[src/rtl/fb_pkg.sv]
// Shared frame-buffer constants for the drawing engine and the scan-out stage.
// Holds the raster geometry, bus widths, the row stride, the FSM state codes
// and small helpers used when a fill command is accepted.
package fb_pkg;

  // Raster geometry and bus widths shared with the scan-out stage.
  localparam int H_RES = 640;
  localparam int V_RES = 480;
  localparam int AW    = 19;
  localparam int CW    = 12;

  // Width of the command coordinate and size fields.
  localparam int XW = 10;

  // Distance in the linear address space between vertically adjacent pixels.
  localparam logic [AW-1:0] ROW_STRIDE = AW'(H_RES);

  // Engine states, kept as plain constants so older tools decode them alike.
  localparam logic [1:0] IDLE = 2'd0;
  localparam logic [1:0] FILL = 2'd1;
  localparam logic [1:0] DONE = 2'd2;

  // Linear address of pixel (x, y): y*640 + x, using y*512 + y*128 so that
  // only adders are built. The result wraps modulo 2^AW.
  function automatic logic [AW-1:0] pixel_addr(input logic [XW-1:0] x,
                                               input logic [XW-1:0] y);
    return (AW'(y) << 9) + (AW'(y) << 7) + AW'(x);
  endfunction

  // Smaller of two size fields; used when a rectangle is clipped to the screen.
  function automatic logic [XW-1:0] min_dim(input logic [XW-1:0] a,
                                            input logic [XW-1:0] b);
    return (a < b) ? a : b;
  endfunction

endpackage

[src/rtl/fb_addr_gen.sv]
// Raster address walker for one rectangle fill.
// Keeps the column/row counters and the row-start accumulator, and presents
// the address of the pixel currently being written plus a last-pixel flag.
// The address is held in its own register and advanced by +1 along a row or
// reloaded from row_base + stride at a row end, so the output has no adder
// in front of it.
module fb_addr_gen
  import fb_pkg::*;
(
  input  logic          clk,
  input  logic          rstn,
  input  logic          start,   // load the first pixel of a new rectangle
  input  logic          step,    // advance to the next pixel in raster order
  input  logic [AW-1:0] base,    // address of the top-left pixel
  input  logic [XW-1:0] w_last,  // rectangle width minus one
  input  logic [XW-1:0] h_last,  // rectangle height minus one
  output logic [AW-1:0] addr,
  output logic          last
);

  logic [XW-1:0] cx;
  logic [XW-1:0] cy;
  logic [AW-1:0] row_base;
  logic          row_end;

  assign row_end = (cx == w_last);
  assign last    = row_end && (cy == h_last);

  // Walk the rectangle: reload on start, then step along rows and down.
  // NOTE: every register here is assigned with <= so all of them update
  // together from the values they held before the edge.
  always_ff @(posedge clk or negedge rstn) begin
    if (!rstn) begin
      cx       <= '0;
      cy       <= '0;
      row_base <= '0;
      addr     <= '0;
    end else if (start) begin
      cx       <= '0;
      cy       <= '0;
      row_base <= base;
      addr     <= base;
    end else if (step) begin
      if (row_end) begin
        cx       <= '0;
        cy       <= cy + XW'(1);
        row_base <= row_base + ROW_STRIDE;
        addr     <= row_base + ROW_STRIDE;
      end else begin
        cx   <= cx + XW'(1);
        addr <= addr + AW'(1);
      end
    end
  end

endmodule

[src/rtl/fb_rect_fill.sv]
// Rectangle-fill drawing engine feeding the frame-buffer write port.
// Accepts one command at a time over a valid/ready handshake and writes the
// fill colour one pixel per clock in raster order, then pulses done.
// Optional build macro FB_RECT_FILL_CLIP_EN clips each rectangle to the
// visible screen at accept time; without it addresses simply wrap.
module fb_rect_fill
  import fb_pkg::*;
(
  input  logic          clk,
  input  logic          rstn,
  input  logic          cmd_valid,
  output logic          cmd_ready,
  input  logic [XW-1:0] cmd_x,
  input  logic [XW-1:0] cmd_y,
  input  logic [XW-1:0] cmd_w,
  input  logic [XW-1:0] cmd_h,
  input  logic [CW-1:0] cmd_color,
  output logic          wr_en,
  output logic [AW-1:0] wr_addr,
  output logic [CW-1:0] wr_data,
  output logic          busy,
  output logic          done
);

  logic [1:0]    state;
  logic [XW-1:0] w_q;
  logic [XW-1:0] h_q;
  logic [CW-1:0] color_q;

  logic [XW-1:0] eff_w;
  logic [XW-1:0] eff_h;
  logic          zero_size;
  logic          accept;
  logic          start;
  logic          step;
  logic          last;

  assign cmd_ready = (state == IDLE);
  assign busy      = (state != IDLE);
  assign done      = (state == DONE);
  assign wr_data   = color_q;

  assign accept = cmd_valid && cmd_ready;
  assign start  = accept && !zero_size;
  assign step   = (state == FILL) && !last;

  // Effective rectangle size seen by the engine, clipped when enabled.
  // NOTE: both outputs get a value before any branch so no path leaves them
  // unassigned, which would otherwise infer a latch.
  always_comb begin
    eff_w = cmd_w;
    eff_h = cmd_h;
`ifdef FB_RECT_FILL_CLIP_EN
    if ((cmd_x >= XW'(H_RES)) || (cmd_y >= XW'(V_RES))) begin
      eff_w = '0;
      eff_h = '0;
    end else begin
      eff_w = min_dim(cmd_w, XW'(H_RES) - cmd_x);
      eff_h = min_dim(cmd_h, XW'(V_RES) - cmd_y);
    end
`endif
    zero_size = (eff_w == '0) || (eff_h == '0);
  end

  // Command sequencing: accept, stream the fill, report completion.
  always_ff @(posedge clk or negedge rstn) begin
    if (!rstn) begin
      state   <= IDLE;
      wr_en   <= 1'b0;
      w_q     <= '0;
      h_q     <= '0;
      color_q <= '0;
    end else begin
      case (state)
        IDLE: begin
          if (accept) begin
            w_q     <= eff_w;
            h_q     <= eff_h;
            color_q <= cmd_color;
            if (zero_size) begin
              state <= DONE;
            end else begin
              // The first pixel is presented on the cycle right after accept.
              state <= FILL;
              wr_en <= 1'b1;
            end
          end
        end
        FILL: begin
          if (last) begin
            state <= DONE;
            wr_en <= 1'b0;
          end
        end
        DONE: begin
          state <= IDLE;
        end
        default: begin
          state <= IDLE;
          wr_en <= 1'b0;
        end
      endcase
    end
  end

  fb_addr_gen u_addr_gen (
    .clk    (clk),
    .rstn   (rstn),
    .start  (start),
    .step   (step),
    .base   (pixel_addr(cmd_x, cmd_y)),
    .w_last (w_q - XW'(1)),
    .h_last (h_q - XW'(1)),
    .addr   (wr_addr),
    .last   (last)
  );

endmodule

[config.mk]
export PLATFORM = sky130hd
export DESIGN_NAME = fb_rect_fill
export DESIGN_NICKNAME = d
export VERILOG_FILES = /design/src/rtl/fb_pkg.sv /design/src/rtl/fb_addr_gen.sv /design/src/rtl/fb_rect_fill.sv
export SDC_FILE = /design/constraint.sdc
export NUM_CORES = 1
export LEC_CHECK = 0
export CAP_MARGIN = 20
export CORE_MARGIN = 4
export CORE_UTILIZATION = 35
export DETAILED_ROUTE_END_ITERATION = 8
export SYNTH_ARGS = -nofsm -noshare
export SYNTH_HDL_FRONTEND = slang
export SYNTH_SLANG_ARGS = --single-unit
[constraint.sdc]
create_clock -name clk -period 2.87 [get_ports clk]
set_clock_uncertainty 0.2 [all_clocks]
set_input_delay 0.574 -clock clk [delete_from_list [all_inputs] [get_ports clk]]
set_output_delay 0.574 -clock clk [all_outputs]
set_load 0.02 [all_outputs]
Word-level counts from Yosys, hierarchy flattened

Cells that the tools add are included.

Word-level logic and storage cells: 62
Bits of input ports: 55
Flip-flop bits (word level): 93
Output and inout port bits: 35

Bitwise operators: 1
Add/subtract/negate cells: 8
Multiplexer cells: 20
Reductions and logical operators: 17
Equal/unequal tests: 7

Operator list:

| cell                                                   | number |
|---|---|
| 2-to-1 mux 19 bit                                      | 6 |
| 2-to-1 mux 10 bit                                      | 6 |
| adder 10 x 1 -> 10 bit (second input constant)         | 2 |
| equality test 10 bit                                   | 2 |
| zero test 10 bit                                       | 2 |
| subtractor 10 x 1 -> 10 bit (second input constant)    | 2 |
| adder 19 x 1 -> 19 bit (second input constant)         | 1 |
| adder 19 x 10 -> 19 bit                                | 1 |
| adder 19 x 10 -> 19 bit (second input constant)        | 1 |
| adder 19 x 17 -> 19 bit                                | 1 |
| 2-to-1 mux 2 bit                                       | 3 |
| AND reduction 2 bit                                    | 3 |
| nonzero test 2 bit                                     | 3 |
| logical AND 1 bit                                      | 4 |
| inequality test 2 bit (second input constant)          | 2 |
| case mux 2 bit (2 select lines)                        | 1 |
| AND reduction 4 bit                                    | 1 |
| 2-to-1 mux 1 bit                                       | 3 |
| case mux 1 bit (3 select lines)                        | 1 |
| equality test 2 x 1 -> 1 bit (second input constant)   | 1 |
| equality test 2 bit (second input constant)            | 1 |
| zero test 1 bit                                        | 2 |
| zero test 2 bit                                        | 1 |
| inequality test 2 x 1 -> 1 bit (second input constant) | 1 |
| 2 further kinds                                        | 2 |

Depth between registers and ports, before layout

Depth after elaboration: 7
Gate-level depth with buffers: 12

By module

From an unflattened synthesis, not the netlist that was laid out.

Cells, all modules: 604
Area total of the unflattened synthesis: 5843.1 um^2

By module, submodules not included:

| module       | cells each | area an instance (um^2) | times used |
|---|---|---|---|
| fb_addr_gen  | 395        | 3609.7                  | 1 |
| fb_rect_fill | 209        | 2233.4                  | 1 |

Worst setup path before layout

OpenSTA, ideal clock, no wires.

Path kind: input port to flip-flop
Start point: input port cmd_h[5]
End point: register u_addr_gen.addr[16]
Path slack: -174 ps
Required time: 2529 ps
Data arrival time: 2703 ps
Buffers on the path: 2
Cell stages on the path: 11
Setup time: 141 ps
Cell sequence: or4_1 nor4_1 a31oi_1 and2_1 clkbuf_1 or3_1 o21ai_1 inv_2 buf_2 a21oi_1 a31oi_1

Longest elaborated chain between the ends: 5

RTL lines:

| item                                                           | RTL line           | RTL |
|---|---|---|
| from (decl)                                                    | fb_rect_fill.sv:16 | `input logic [XW-1:0] cmd_h,` |
| zero test 10 bit (*)                                           | fb_rect_fill.sv:62 | `zero_size = (eff_w == '0) \|\| (eff_h == '0);` |
| logical OR 1 bit (*)                                           | fb_rect_fill.sv:62 |  |
| zero test 1 bit (*)                                            | fb_rect_fill.sv:44 | `assign start = accept && !zero_size;` |
| logical AND 1 bit (*)                                          | fb_rect_fill.sv:44 |  |
| 2-to-1 mux 19 bit / nonzero test 2 bit (equally long branches) | --                 |  |
| to (signal assigned)                                           | fb_addr_gen.sv:42  | `addr <= base;` |
| to (signal assigned)                                           | fb_addr_gen.sv:48  | `addr <= row_base + ROW_STRIDE;` |
| to (signal assigned)                                           | fb_addr_gen.sv:51  | `addr <= addr + AW'(1);` |
| to (decl)                                                      | fb_addr_gen.sv:17  | `output logic [AW-1:0] addr,` |

Every way passes the cells marked *; elsewhere a longest branch is shown, timed or not.
A chain may end at the register's enable or synchronous reset.

Final worst setup path

Start point: register w_q[1]
End point: register u_addr_gen.cy[8]

Longest elaborated chain between the ends: 7

RTL lines:

| item                              | RTL line            | RTL |
|---|---|---|
| from (decl)                       | fb_rect_fill.sv:26  | `logic [XW-1:0] w_q;` |
| from (signal assigned)            | fb_rect_fill.sv:77  | `w_q <= eff_w;` |
| subtractor 10 x 1 -> 10 bit (*)   | fb_rect_fill.sv:112 | `.w_last (w_q - XW'(1)),` |
| equality test 10 bit (*)          | fb_addr_gen.sv:26   | `assign row_end = (cx == w_last);` |
| logical AND 1 bit                 | fb_addr_gen.sv:27   | `assign last = row_end && (cy == h_last);` |
| zero test 1 bit                   | fb_rect_fill.sv:45  | `assign step = (state == FILL) && !last;` |
| logical AND 1 bit                 | fb_rect_fill.sv:45  |  |
| nonzero test 2 bit (no line)      | --                  |  |
| AND reduction 2 bit (no line) (*) | --                  |  |
| to (signal assigned)              | fb_addr_gen.sv:46   | `cy <= cy + XW'(1);` |
| to (decl)                         | fb_addr_gen.sv:22   | `logic [XW-1:0] cy;` |

Marked as above.

==> flow_metrics.tcl <==
set metrics [dict create \
    max_freq_mhz 339.5 \
    wl_per_cell_um 16.05 \
    synth_edf_count 0 \
    cts_made_buffers 9 \
    cts-hold-fix-buffers 0 \
    syn-cell-area_mm2 0.005894 \
    die-area_mm2 0.01898 \
    peakVddDrop_mv 0.4231 \
    clock-sinks 93 \
    yosysWarningCount 0 \
    overflow 0 \
    fin_util_pct 51.49 \
    gp_congestion 0.8155 \
    ioPinCount 90 \
    use_met1_pct 22.74 \
    area_growth_pct 44.34 \
    grt_antenna_before_repair 0 \
    path_class "register to register" \
    timing.rr.start "w_q[1]$_DFFE_PN0P_" \
    drc 0 \
    htree_levels 3 \
    post-route-min-period_ps 2945 \
    critPathMaxFanout 10 \
    layout_commonest_cell "buf_4" \
    rrSetupSlack_ps -80 \
    ant_nets 0 \
    placed_area_mm2 0.007739 \
    port_buffers 89 \
    final_cell_mix "buf_4 (96), dfrtp_1 (92), clkdlybuf4s50_1 (74)" \
    rr_worst_depth 10 \
    finalSetupViolations 18 \
    p_leak_nw 3.561 \
    clock_latency_ps 350 \
    final_area_mm2 0.008508 \
    core-area_mm2 0.01652 \
    die_w_um 137.8 \
    status "complete, but fails checks" \
    yosys_most_used_dff "dfrtp_1" \
    cp.required_ps 2950 \
    fin_ws_ps -75.13 \
    power_mw 8.183 \
    clk_pin_slew_ps 60 \
    rows 47 \
    hp-class "input pin to async pin" \
    setup.worst_path.end_class "register" \
    fin_crit_sh_pct 102.6 \
    cp-start-kind "register" \
    grt_pass1_wl_um 26970 \
    drive_above_1_share_pct 27.60 \
    start_util_pct 35.67 \
    avgSynthCellArea_um2 9.167 \
    ys_ff_latch 93 \
    cts_tree "done" \
    maxCapViolCount 0 \
    worst_pin_slew_ps 558.6 \
    grt_busiest_layer "met2" \
    grt_start_max_net_pins 52 \
    rsz0062_at_grt "yes" \
    wl_um 16790 \
    crit_arrival_ps 3020 \
    use_met2_pct 30.64 \
    fp.dieH_um 137.8 \
    synthDistinctLibCells 67 \
    finalSetupTns_ps -695.6 \
    powerDensity_mw_per_mm2 961.7 \
    final_max_slew_viol_count 0 \
    finalHoldViolations 0 \
    cp-startpoint "w_q[1]$_DFFE_PN0P_" \
    n_fill_cell 1525 \
    num_antenna_cells 0 \
    drtPass1Iterations 4 \
    synth_nets 725 \
    cts-root-buf "clkbuf_16" \
    dpl.hpwl_um 12230 \
    hold_ws_ps 20.46 \
    fin_nets 904 \
    clk_path_buf_depth 2 \
    reg2reg_to "u_addr_gen.cy[8]$_DFFE_PN0P_" \
    postSynthCellCount 643 \
    grt.total_usage_pct 17.66 \
    maxSlewHeadroom_pct 62.76 \
    synthArstFlopShare_pct 100.0 \
    first_global_vias 5472 \
    synth_seq_area_share_pct 39.48 \
    violations "setup timing" \
    drtIter0Drc 397 \
    met3_usage_pct 2.885 \
    dr_total_vias 5493 \
    viasPerCell 5.251 \
]
where the power goes:
part / switching, mW / internal [mW]
logic: 2.28 / 2.28
registers: 0.571 / 1.86
clock network: 0.529 / 0.670
total: 3.38 / 4.81
through the flow:
stage	std cells	worst slack, ps
floorplan	643	-103.0
global placement	1019	-615.7
detailed placement	1019	-659.9
CTS	1043	-83.20
global route	1046	-201.9
finish	1046	-75.13
sequential cells by signal (all words and copies together) (netlist names):
name,cells
wr_data,12
u_addr_gen.cx,10
state,2
u_addr_gen.cy,10
w_q,10
u_addr_gen.addr,19
h_q,10
u_addr_gen.row_base,19
wr_en,1
Yosys cell counts, types with 3 or more instances:
cell type | instances | area share (%)
and2_1 | 4 | 0.42
and3_1 | 9 | 0.96
nand3_1 | 26 | 2.2
a211oi_1 | 6 | 0.76
or3_1 | 14 | 1.5
a31oi_1 | 13 | 1.4
nand2_1 | 71 | 4.5
ha_1 | 25 | 5.3
or4_1 | 9 | 1.1
a21oi_1 | 32 | 2.7
nand2b_1 | 4 | 0.42
mux2_2 | 28 | 5.3
a221o_1 | 5 | 0.85
nor2b_1 | 3 | 0.32
inv_1 | 22 | 1.4
nor2_1 | 55 | 3.5
o21ai_0 | 32 | 2.7
o31ai_1 | 5 | 0.64
xnor2_1 | 32 | 4.8
o41ai_1 | 3 | 0.45
clkbuf_1 | 19 | 1.2
mux2i_1 | 5 | 0.85
a21o_1 | 3 | 0.38
nor4_1 | 6 | 0.64
and4_1 | 3 | 0.45
nor3_1 | 13 | 1.1
buf_2 | 7 | 0.59
o2111ai_1 | 3 | 0.45
dfrtp_1 | 93 | 39
xor2_1 | 25 | 3.7
or2_2 | 3 | 0.32
o211ai_1 | 13 | 1.7
nand4_1 | 8 | 0.85
critical path, stage by stage, from the launching register on:
cell	delay, ps
dfrtp_1	410
inv_2	90
ha_4	140
nand2_1	50
or4_4	410
a221o_2	480
nor2_4	180
a21oi_2	110
buf_6	150
or4_1	490
a21oi_2	150
layer usage:
metal | vias to the layer above | routed length, um
met5 | - | 0
met4 | 0 | 200
met3 | 17 | 806
met2 | 112 | 8246
met1 | 2696 | 7539
li1 | 2668 | -
worst max-delay path by stage:
| stage | to | cells past startpoint |
|---|---|---|
| 2_1_floorplan | u_addr_gen.addr[16]$_DFFE_PN0P_ | 11 |
| 3_3_place_gp | u_addr_gen.addr[16]$_DFFE_PN0P_ | 11 |
| 3_5_place_dp | u_addr_gen.row_base[17]$_DFFE_PN0P_ | 12 |
| 4_1_cts | u_addr_gen.row_base[16]$_DFFE_PN0P_ | 10 |
| 5_1_grt | u_addr_gen.addr[13]$_DFFE_PN0P_ | 12 |
| 6_report | u_addr_gen.cy[8]$_DFFE_PN0P_ | 10 |
kinds of logic (layout without fill, tap and decap cells):
kind of cell / count (synthesis) / after routing / share of synthesized area [%]
AND/OR/NAND/NOR: 237 / 237 / 19.68
flip-flops: 93 / 93 / 39.48
buffers and inverters: 55 / 238 / 4.012
multiplexers: 33 / 33 / 6.198
XOR/XNOR: 57 / 57 / 8.470
AO/OA/AOI/OAI: 141 / 141 / 16.18
adder cells (fa/ha/maj): 27 / 27 / 5.986
layout make-up:
type | instances | area (um2) | area share [%]
clock buffers | 9 | 225.2 | 2.647
well taps | 220 | 275.3 | 3.235
clock inverters | 6 | 63.81 | 0.7500
flip-flops and latches | 93 | 2328 | 27.37
inverters | 23 | 88.84 | 1.044
repair buffers | 200 | 1839 | 21.62
multi-input cells | 495 | 3687 | 43.34
timing repair:
| action | CTS | global route |
|---|---|---|
| pin swaps | 26 | 26 |
| gates resized for setup | 51 | 54 |
| hold endpoints to repair | 0 | 0 |
| gates cloned | 2 | 0 |
| endpoints found under the setup margin | 53 | 53 |
| setup buffers | 7 | 3 |
No activity file was read; power rests on OpenSTA's default activity.
